===== src/rtl/player_fsm_v2.sv =====
// Per-player fighter controller: frame-ticked movement/attack/stun FSM with health and KO.
// Optional build macro PLAYER_CHIP_DAMAGE_EN: blocking costs DMG>>2 health, never below 1.
module player_fsm_v2 #(
  parameter int SIDE      = 0,
  parameter int XW        = 10,
  parameter int X_START_L = 210,
  parameter int X_START_R = 420,
  parameter int X_MIN     = 50,
  parameter int X_MAX     = 490,
  parameter int SPD_FWD   = 3,
  parameter int SPD_BACK  = 2,
  parameter int STARTUP   = 5,
  parameter int ACTIVE    = 2,
  parameter int RECOVERY  = 16,
  parameter int HS_B      = 15,
  parameter int HS_D      = 14,
  parameter int BS_B      = 13,
  parameter int BS_D      = 12,
  parameter int HP_MAX    = 100,
  parameter int HPW       = 7,
  parameter int DMG_B     = 10,
  parameter int DMG_D     = 15
) (
  input  logic           clk,
  input  logic           rst,
  input  logic           tick,
  input  logic           left,
  input  logic           right,
  input  logic           attack,
  input  logic [1:0]     hit,
  output logic [XW-1:0]  posx,
  output logic [3:0]     state,
  output logic           atk_active,
  output logic           atk_dir,
  output logic [HPW-1:0] health,
  output logic           ko
);

  typedef enum logic [3:0] {
    S_IDLE      = 4'd0,
    S_FWD       = 4'd1,
    S_BACK      = 4'd2,
    S_B_START   = 4'd3,
    S_B_ACTIVE  = 4'd4,
    S_B_RECOV   = 4'd5,
    S_D_START   = 4'd6,
    S_D_ACTIVE  = 4'd7,
    S_D_RECOV   = 4'd8,
    S_HITSTUN   = 4'd9,
    S_BLOCKSTUN = 4'd10,
    S_KO        = 4'd11
  } state_t;

  localparam bit             SIDE_R    = (SIDE != 0);
  localparam logic [XW-1:0]  X_RST     = SIDE_R ? XW'(X_START_R) : XW'(X_START_L);
  localparam logic [XW:0]    XMIN_W    = (XW+1)'(X_MIN);
  localparam logic [XW:0]    XMAX_W    = (XW+1)'(X_MAX);
  localparam logic [XW:0]    SPDF_W    = (XW+1)'(SPD_FWD);
  localparam logic [XW:0]    SPDB_W    = (XW+1)'(SPD_BACK);
  localparam logic [4:0]     LD_START  = 5'(STARTUP - 1);
  localparam logic [4:0]     LD_ACTIVE = 5'(ACTIVE - 1);
  localparam logic [4:0]     LD_RECOV  = 5'(RECOVERY - 1);
  localparam logic [4:0]     LD_HS_B   = 5'(HS_B - 1);
  localparam logic [4:0]     LD_HS_D   = 5'(HS_D - 1);
  localparam logic [4:0]     LD_BS_B   = 5'(BS_B - 1);
  localparam logic [4:0]     LD_BS_D   = 5'(BS_D - 1);
  localparam logic [HPW-1:0] HP_RST    = HPW'(HP_MAX);
  localparam logic [HPW-1:0] DMG_B_W   = HPW'(DMG_B);
  localparam logic [HPW-1:0] DMG_D_W   = HPW'(DMG_D);

  state_t         state_q, state_d, atk_tgt;
  logic [4:0]     fcnt_q, fcnt_d;
  logic [XW-1:0]  posx_q, posx_d;
  logic [HPW-1:0] health_q, health_d, dmg;
  logic           atk_active_q, atk_active_d;
  logic           atk_dir_q, atk_dir_d;
  logic           ko_q, ko_d;
  logic           toward, away, hit_dir, free_dec, move_up;
  logic [XW:0]    pos_ext, step, pos_mv;
`ifdef PLAYER_CHIP_DAMAGE_EN
  logic [HPW-1:0] chip;
`endif

  function automatic state_t free_next(input logic atk, input logic tow, input logic aw,
                                       input state_t tgt);
    if (atk)      return tgt;
    else if (tow) return S_FWD;
    else if (aw)  return S_BACK;
    else          return S_IDLE;
  endfunction

  // Both directions pressed counts as "away" (defensive by default).
  assign toward  = (SIDE_R ? left : right) & ~(left & right);
  assign away    = (left | right) & ~toward;
  assign hit_dir = hit[1];

  always_comb begin
    state_d  = state_q;
    fcnt_d   = fcnt_q;
    posx_d   = posx_q;
    health_d = health_q;
    free_dec = 1'b0;
    atk_tgt  = S_B_START;
    dmg      = hit_dir ? DMG_D_W : DMG_B_W;
`ifdef PLAYER_CHIP_DAMAGE_EN
    chip     = dmg >> 2;
`endif
    if (tick) begin
      if (state_q == S_KO) begin
        state_d = S_KO;
      end else if ((hit != 2'b00) && (state_q != S_HITSTUN) && (state_q != S_BLOCKSTUN)) begin
        if (state_q == S_BACK) begin
          state_d = S_BLOCKSTUN;
          fcnt_d  = hit_dir ? LD_BS_D : LD_BS_B;
`ifdef PLAYER_CHIP_DAMAGE_EN
          health_d = (health_q > chip) ? health_q - chip : HPW'(1);
`endif
        end else if (health_q > dmg) begin
          state_d  = S_HITSTUN;
          fcnt_d   = hit_dir ? LD_HS_D : LD_HS_B;
          health_d = health_q - dmg;
        end else begin
          state_d  = S_KO;
          fcnt_d   = '0;
          health_d = '0;
        end
      end else begin
        case (state_q)
          S_IDLE: free_dec = 1'b1;
          S_FWD, S_BACK: begin
            free_dec = 1'b1;
            atk_tgt  = S_D_START;
          end
          S_B_START, S_D_START: begin
            if (fcnt_q == '0) begin
              state_d = (state_q == S_B_START) ? S_B_ACTIVE : S_D_ACTIVE;
              fcnt_d  = LD_ACTIVE;
            end else fcnt_d = fcnt_q - 5'd1;
          end
          S_B_ACTIVE, S_D_ACTIVE: begin
            if (fcnt_q == '0) begin
              state_d = (state_q == S_B_ACTIVE) ? S_B_RECOV : S_D_RECOV;
              fcnt_d  = LD_RECOV;
            end else fcnt_d = fcnt_q - 5'd1;
          end
          S_B_RECOV, S_D_RECOV, S_HITSTUN, S_BLOCKSTUN: begin
            if (fcnt_q == '0) begin
              free_dec = 1'b1;
              atk_tgt  = (state_q == S_D_RECOV) ? S_D_START : S_B_START;
            end else fcnt_d = fcnt_q - 5'd1;
          end
          default: begin
            state_d = S_IDLE;
            fcnt_d  = '0;
          end
        endcase
        if (free_dec) begin
          state_d = free_next(attack, toward, away, atk_tgt);
          fcnt_d  = (state_d == S_B_START || state_d == S_D_START) ? LD_START : '0;
        end
      end
    end

    // Move at XW+1 bits so a step below zero clamps instead of wrapping.
    pos_ext = {1'b0, posx_q};
    step    = (state_d == S_FWD) ? SPDF_W : SPDB_W;
    move_up = (state_d == S_FWD) ^ SIDE_R;
    pos_mv  = pos_ext;
    if (tick && (state_d == S_FWD || state_d == S_BACK)) begin
      if (move_up)              pos_mv = pos_ext + step;
      else if (pos_ext < step)  pos_mv = '0;
      else                      pos_mv = pos_ext - step;
      if (pos_mv < XMIN_W)      pos_mv = XMIN_W;
      else if (pos_mv > XMAX_W) pos_mv = XMAX_W;
      posx_d = pos_mv[XW-1:0];
    end

    atk_active_d = (state_d == S_B_ACTIVE) || (state_d == S_D_ACTIVE);
    atk_dir_d    = (state_d == S_D_START) || (state_d == S_D_ACTIVE) || (state_d == S_D_RECOV);
    ko_d         = (state_d == S_KO);
  end

  always_ff @(posedge clk or negedge rst) begin
    if (!rst) begin
      state_q      <= S_IDLE;
      fcnt_q       <= '0;
      posx_q       <= X_RST;
      health_q     <= HP_RST;
      atk_active_q <= 1'b0;
      atk_dir_q    <= 1'b0;
      ko_q         <= 1'b0;
    end else begin
      state_q      <= state_d;
      fcnt_q       <= fcnt_d;
      posx_q       <= posx_d;
      health_q     <= health_d;
      atk_active_q <= atk_active_d;
      atk_dir_q    <= atk_dir_d;
      ko_q         <= ko_d;
    end
  end

  assign posx       = posx_q;
  assign state      = state_q;
  assign atk_active = atk_active_q;
  assign atk_dir    = atk_dir_q;
  assign health     = health_q;
  assign ko         = ko_q;

endmodule


===== config.mk =====
export PLATFORM = sky130hd
export DESIGN_NAME = player_fsm_v2
export DESIGN_NICKNAME = d
export VERILOG_FILES = /design/src/rtl/player_fsm_v2.sv
export SDC_FILE = /design/constraint.sdc
export NUM_CORES = 1
export LEC_CHECK = 0
export ABC_AREA = 0
export CAP_MARGIN = 5
export CORE_ASPECT_RATIO = 0.9
export CORE_MARGIN = 1
export CORE_UTILIZATION = 50
export DETAILED_ROUTE_END_ITERATION = 12
export GPL_ROUTABILITY_DRIVEN = 1
export GPL_TIMING_DRIVEN = 0
export PLACE_DENSITY = 0.72
export SETUP_SLACK_MARGIN = 0.02
export SYNTH_ARGS = -nofsm -noshare
export SYNTH_HDL_FRONTEND = slang
export SYNTH_SLANG_ARGS = --single-unit
export TNS_END_PERCENT = 10

===== constraint.sdc =====
create_clock -name clk -period 7.65 [get_ports clk]
set_input_delay 1.53 -clock clk [delete_from_list [all_inputs] [get_ports clk]]
set_output_delay 1.53 -clock clk [all_outputs]
set_load 0.05 [all_outputs]

==> run metrics, run 1 <==
post-synthesis sequential element count=29; Max VDD drop=0.256 mV; Setup Fix Bufs, Post-CTS=0; clk root buf=clkbuf_8; Final period util=0.944; max-slew violations=0; Ys Warns=0; Synth area leaders=dfrtp_1 20%, dfstp_2 6.5%, o21ai_0 5.0%; area delta synth->final=17.8%; crit-path max FO=12; GRT Total Usage=0.264; share of the synthesized area in the top cell type=0.196; leakage=about 0.0013 uW; hold crit path type=reg2reg; fmax=138 MHz; Rel. slew slack=0.377; antenna cell count=0; Avg Inst Size Synth=7.81 um^2; status=finished clean; Reg clk slew, reported paths=roughly 60 ps; Final ANT Viol Nets=0; max cap viols=0; Synth Net Count=approximately 380; crit path capture type=register; Final setup viols=0; Placement Setup Slack=about 180 ps; Post-Syn Area=2810 um^2; final net count=between 400 and 500; Worst EP arrival=around 7400 ps; Overflow after GRT=0; Iteration-0 DRC Markers=roughly 200; first-pass GRT wire length=approximately 12000 um; critical path launch point type=input port; leading area contributor after synthesis=dfrtp_1; post-detailed-placement half-perimeter wirelength=between 5000 and 6000 um; power density over the cells=approximately 410 nW/um^2; area post-placement=around 3200 um^2; Final Hold Viols=0; IO buf count=30; Core ar.=about 5300 um^2; die area=roughly 5900 um^2; number of synthesized flops with an enable pin=0; Synth Flop Type=dfrtp_1; Slew @ Worst Pin=935 ps; cells after synthesis=360; DRT Pass-1 Iters=5; H-tree depth=2; critical path required time=approximately 7800 ps; synth unique cells=67; vias=between 2000 and 3000; initial antenna violation count=0; Clk Latency, worst-skew pair=about 280 ps; row cnt=25; Max clock buf depth=2; CTS Sinks=29; DR WL/cell=roughly 16 um; hold_buf cts=0; Post-route DRC=0; vias in the first global route=about 2500; Final GP Congestion=0.946; Final min period=7220 ps; cts bufs inserted=5; TritonCTS clock tree=built; worst setup margin=around 430 ps; layout cells sized above 1=0.108; Final Skew=6.00 ps; die width=about 81 um; Top Ports=32; largest net degree at the start of global routing=30; Design Area, Final=~3300 um^2; initial core utilization=0.526; RSZ-0062 raised after global routing=false; Routed Wire Length=roughly 7200 um; sequential-to-total area share from yosys stat=0.261; vias per inst=slightly above 6; Die Y=73.2 um; Synth async-reset ratio=1.00; WS Path Type=in2reg; Post-Route Setup TNS=0 ps
-- Yosys cell counts, drive strengths merged, types with 7 or more instances --
master	n
mux2i	8
buf	12
inv	17
a21o	7
ha	10
nor2	28
dfstp	7
clkbuf	17
o21ai	31
nand2	35
dfrtp	22
a21oi	16
nor3	21
xnor2	11
o31ai	8
nand3	8
nand2b	10
-- registers in the layout (all words and copies together), names as in the netlist --
signal      count
atk_active      1
atk_dir         1
fcnt_q          5
health          7
ko              1
posx           10
state           4
-- worst paths after layout --
check                           cells past startpoint                   from               endpoint  slack [ps]
worst max-delay path                               26                 hit[1]    posx[0]$_DFFE_PN0P_         430
worst min-delay path                                2  health[2]$_DFFE_PN1P_  health[2]$_DFFE_PN1P_         490
worst max register to register                     23     state[2]$_DFF_PN0_    posx[0]$_DFFE_PN0P_        1730
worst min register to register                      2  health[2]$_DFFE_PN1P_  health[2]$_DFFE_PN1P_         490
max in group asynchronous                           1                    rst      atk_dir$_DFF_PN0_        5960
min in group asynchronous                           1                    rst  fcnt_q[4]$_DFFE_PN0P_        1270
-- routing by layer --
layer	vias to the layer above	routed length (um)	track usage	part of all wire
li1	1403	-	-	-
met1	1323	3620	0.414	0.50
met2	116	3090	0.375	0.43
met3	5	491	0.0438	0.068
met4	0	36	0.0496	0.0050
met5	-	0	0	0
-- layout make-up --
| class | count | area [um^2] |
|---|---|---|
| sequential | 29 | 734 |
| buffer | 29 | 136 |
| multi-input combinational | 285 | 1870 |
| timing repair buffer | 30 | 295 |
| clock buffer | 7 | 86.3 |
| tap | 67 | 83.8 |
| fill | 476 | 2040 |
| inverter | 17 | 76.3 |
| clock inverter | 1 | 30.0 |
-- metrics by stage --
step / utilization / std cells / total power (uW) / hold slack [ps]
floorplan: - / 360 / 960 / 473
global placement: 0.598 / 457 / 1170 / 473
detailed placement: 0.598 / 457 / 1180 / 486
CTS: 0.619 / 465 / 1350 / 496
global route: 0.619 / 465 / 1480 / 523
finish: 0.619 / 465 / 1370 / 493
-- cell families (layout without fill, tap and decap cells) --
logic type,after synthesis,after routing,synth area share
and+or+nand+nor,142,142,0.262
muxes,11,11,0.0405
DFF,29,29,0.261
buffers and inverters,46,84,0.0756
adders and majority gates,10,10,0.0445
AOI/OAI and AO/OA,110,110,0.279
xor gates and xnor gates,12,12,0.0374
-- repair_timing --
action | 4_1_cts | 5_1_grt
resized for setup | 0 | 1
endpoints found under the hold margin | 0 | 0
setup endpoints to repair | 0 | 4
-- placed cells by master, fill, tap and decap left out, drive strengths merged, types with 10 or more instances in the layout --
cell type,instances
xnor2,11
clkbuf,24
dfrtp,22
clkdlybuf4s50,29
buf,13
inv,17
ha,10
o21ai,31
nand2,35
nor2,28
a21oi,16
nand2b,10
nor3,21
-- worst max-delay path, stage by stage --
cell             delay [ps]
clkdlybuf4s50_1         510
clkbuf_1                290
inv_1                   110
ha_1                    360
and3b_1                 190
o211ai_1                140
a21oi_1                 310
a311oi_2                150
or3_1                   430
buf_6                   140
or2_1                   210
buf_6                   150
inv_12                   90
ha_1                    150
inv_1                    40
ha_1                    210
or4_1                   520
nor3_1                  240
nand2_1                  80
nand2_1                  90
mux2i_1                  70
nor2_1                  150
a21oi_1                  90
a2111oi_1               730
o211a_1                 300
o31ai_1                  90
-- report_power, final --
group	internal [uW]	switching [uW]
sequential	203	44.2
clock	106	56.8
combinational	350	610
total	659	711
No activity file was read; power rests on OpenSTA's default activity.
==> run 2: changes to the inputs <==
--- a/config.mk
+++ b/config.mk
@@ -6,9 +6,9 @@
 export NUM_CORES = 1
 export LEC_CHECK = 0
 export ABC_AREA = 0
+export ABC_CLOCK_PERIOD_IN_PS = 7650
 export CAP_MARGIN = 5
 export CORE_ASPECT_RATIO = 0.9
-export CORE_MARGIN = 1
 export CORE_UTILIZATION = 50
 export DETAILED_ROUTE_END_ITERATION = 12
 export GPL_ROUTABILITY_DRIVEN = 1
==> results of run 2 <==
No change in the layout: final DEF, timing and power equal those of run 1.
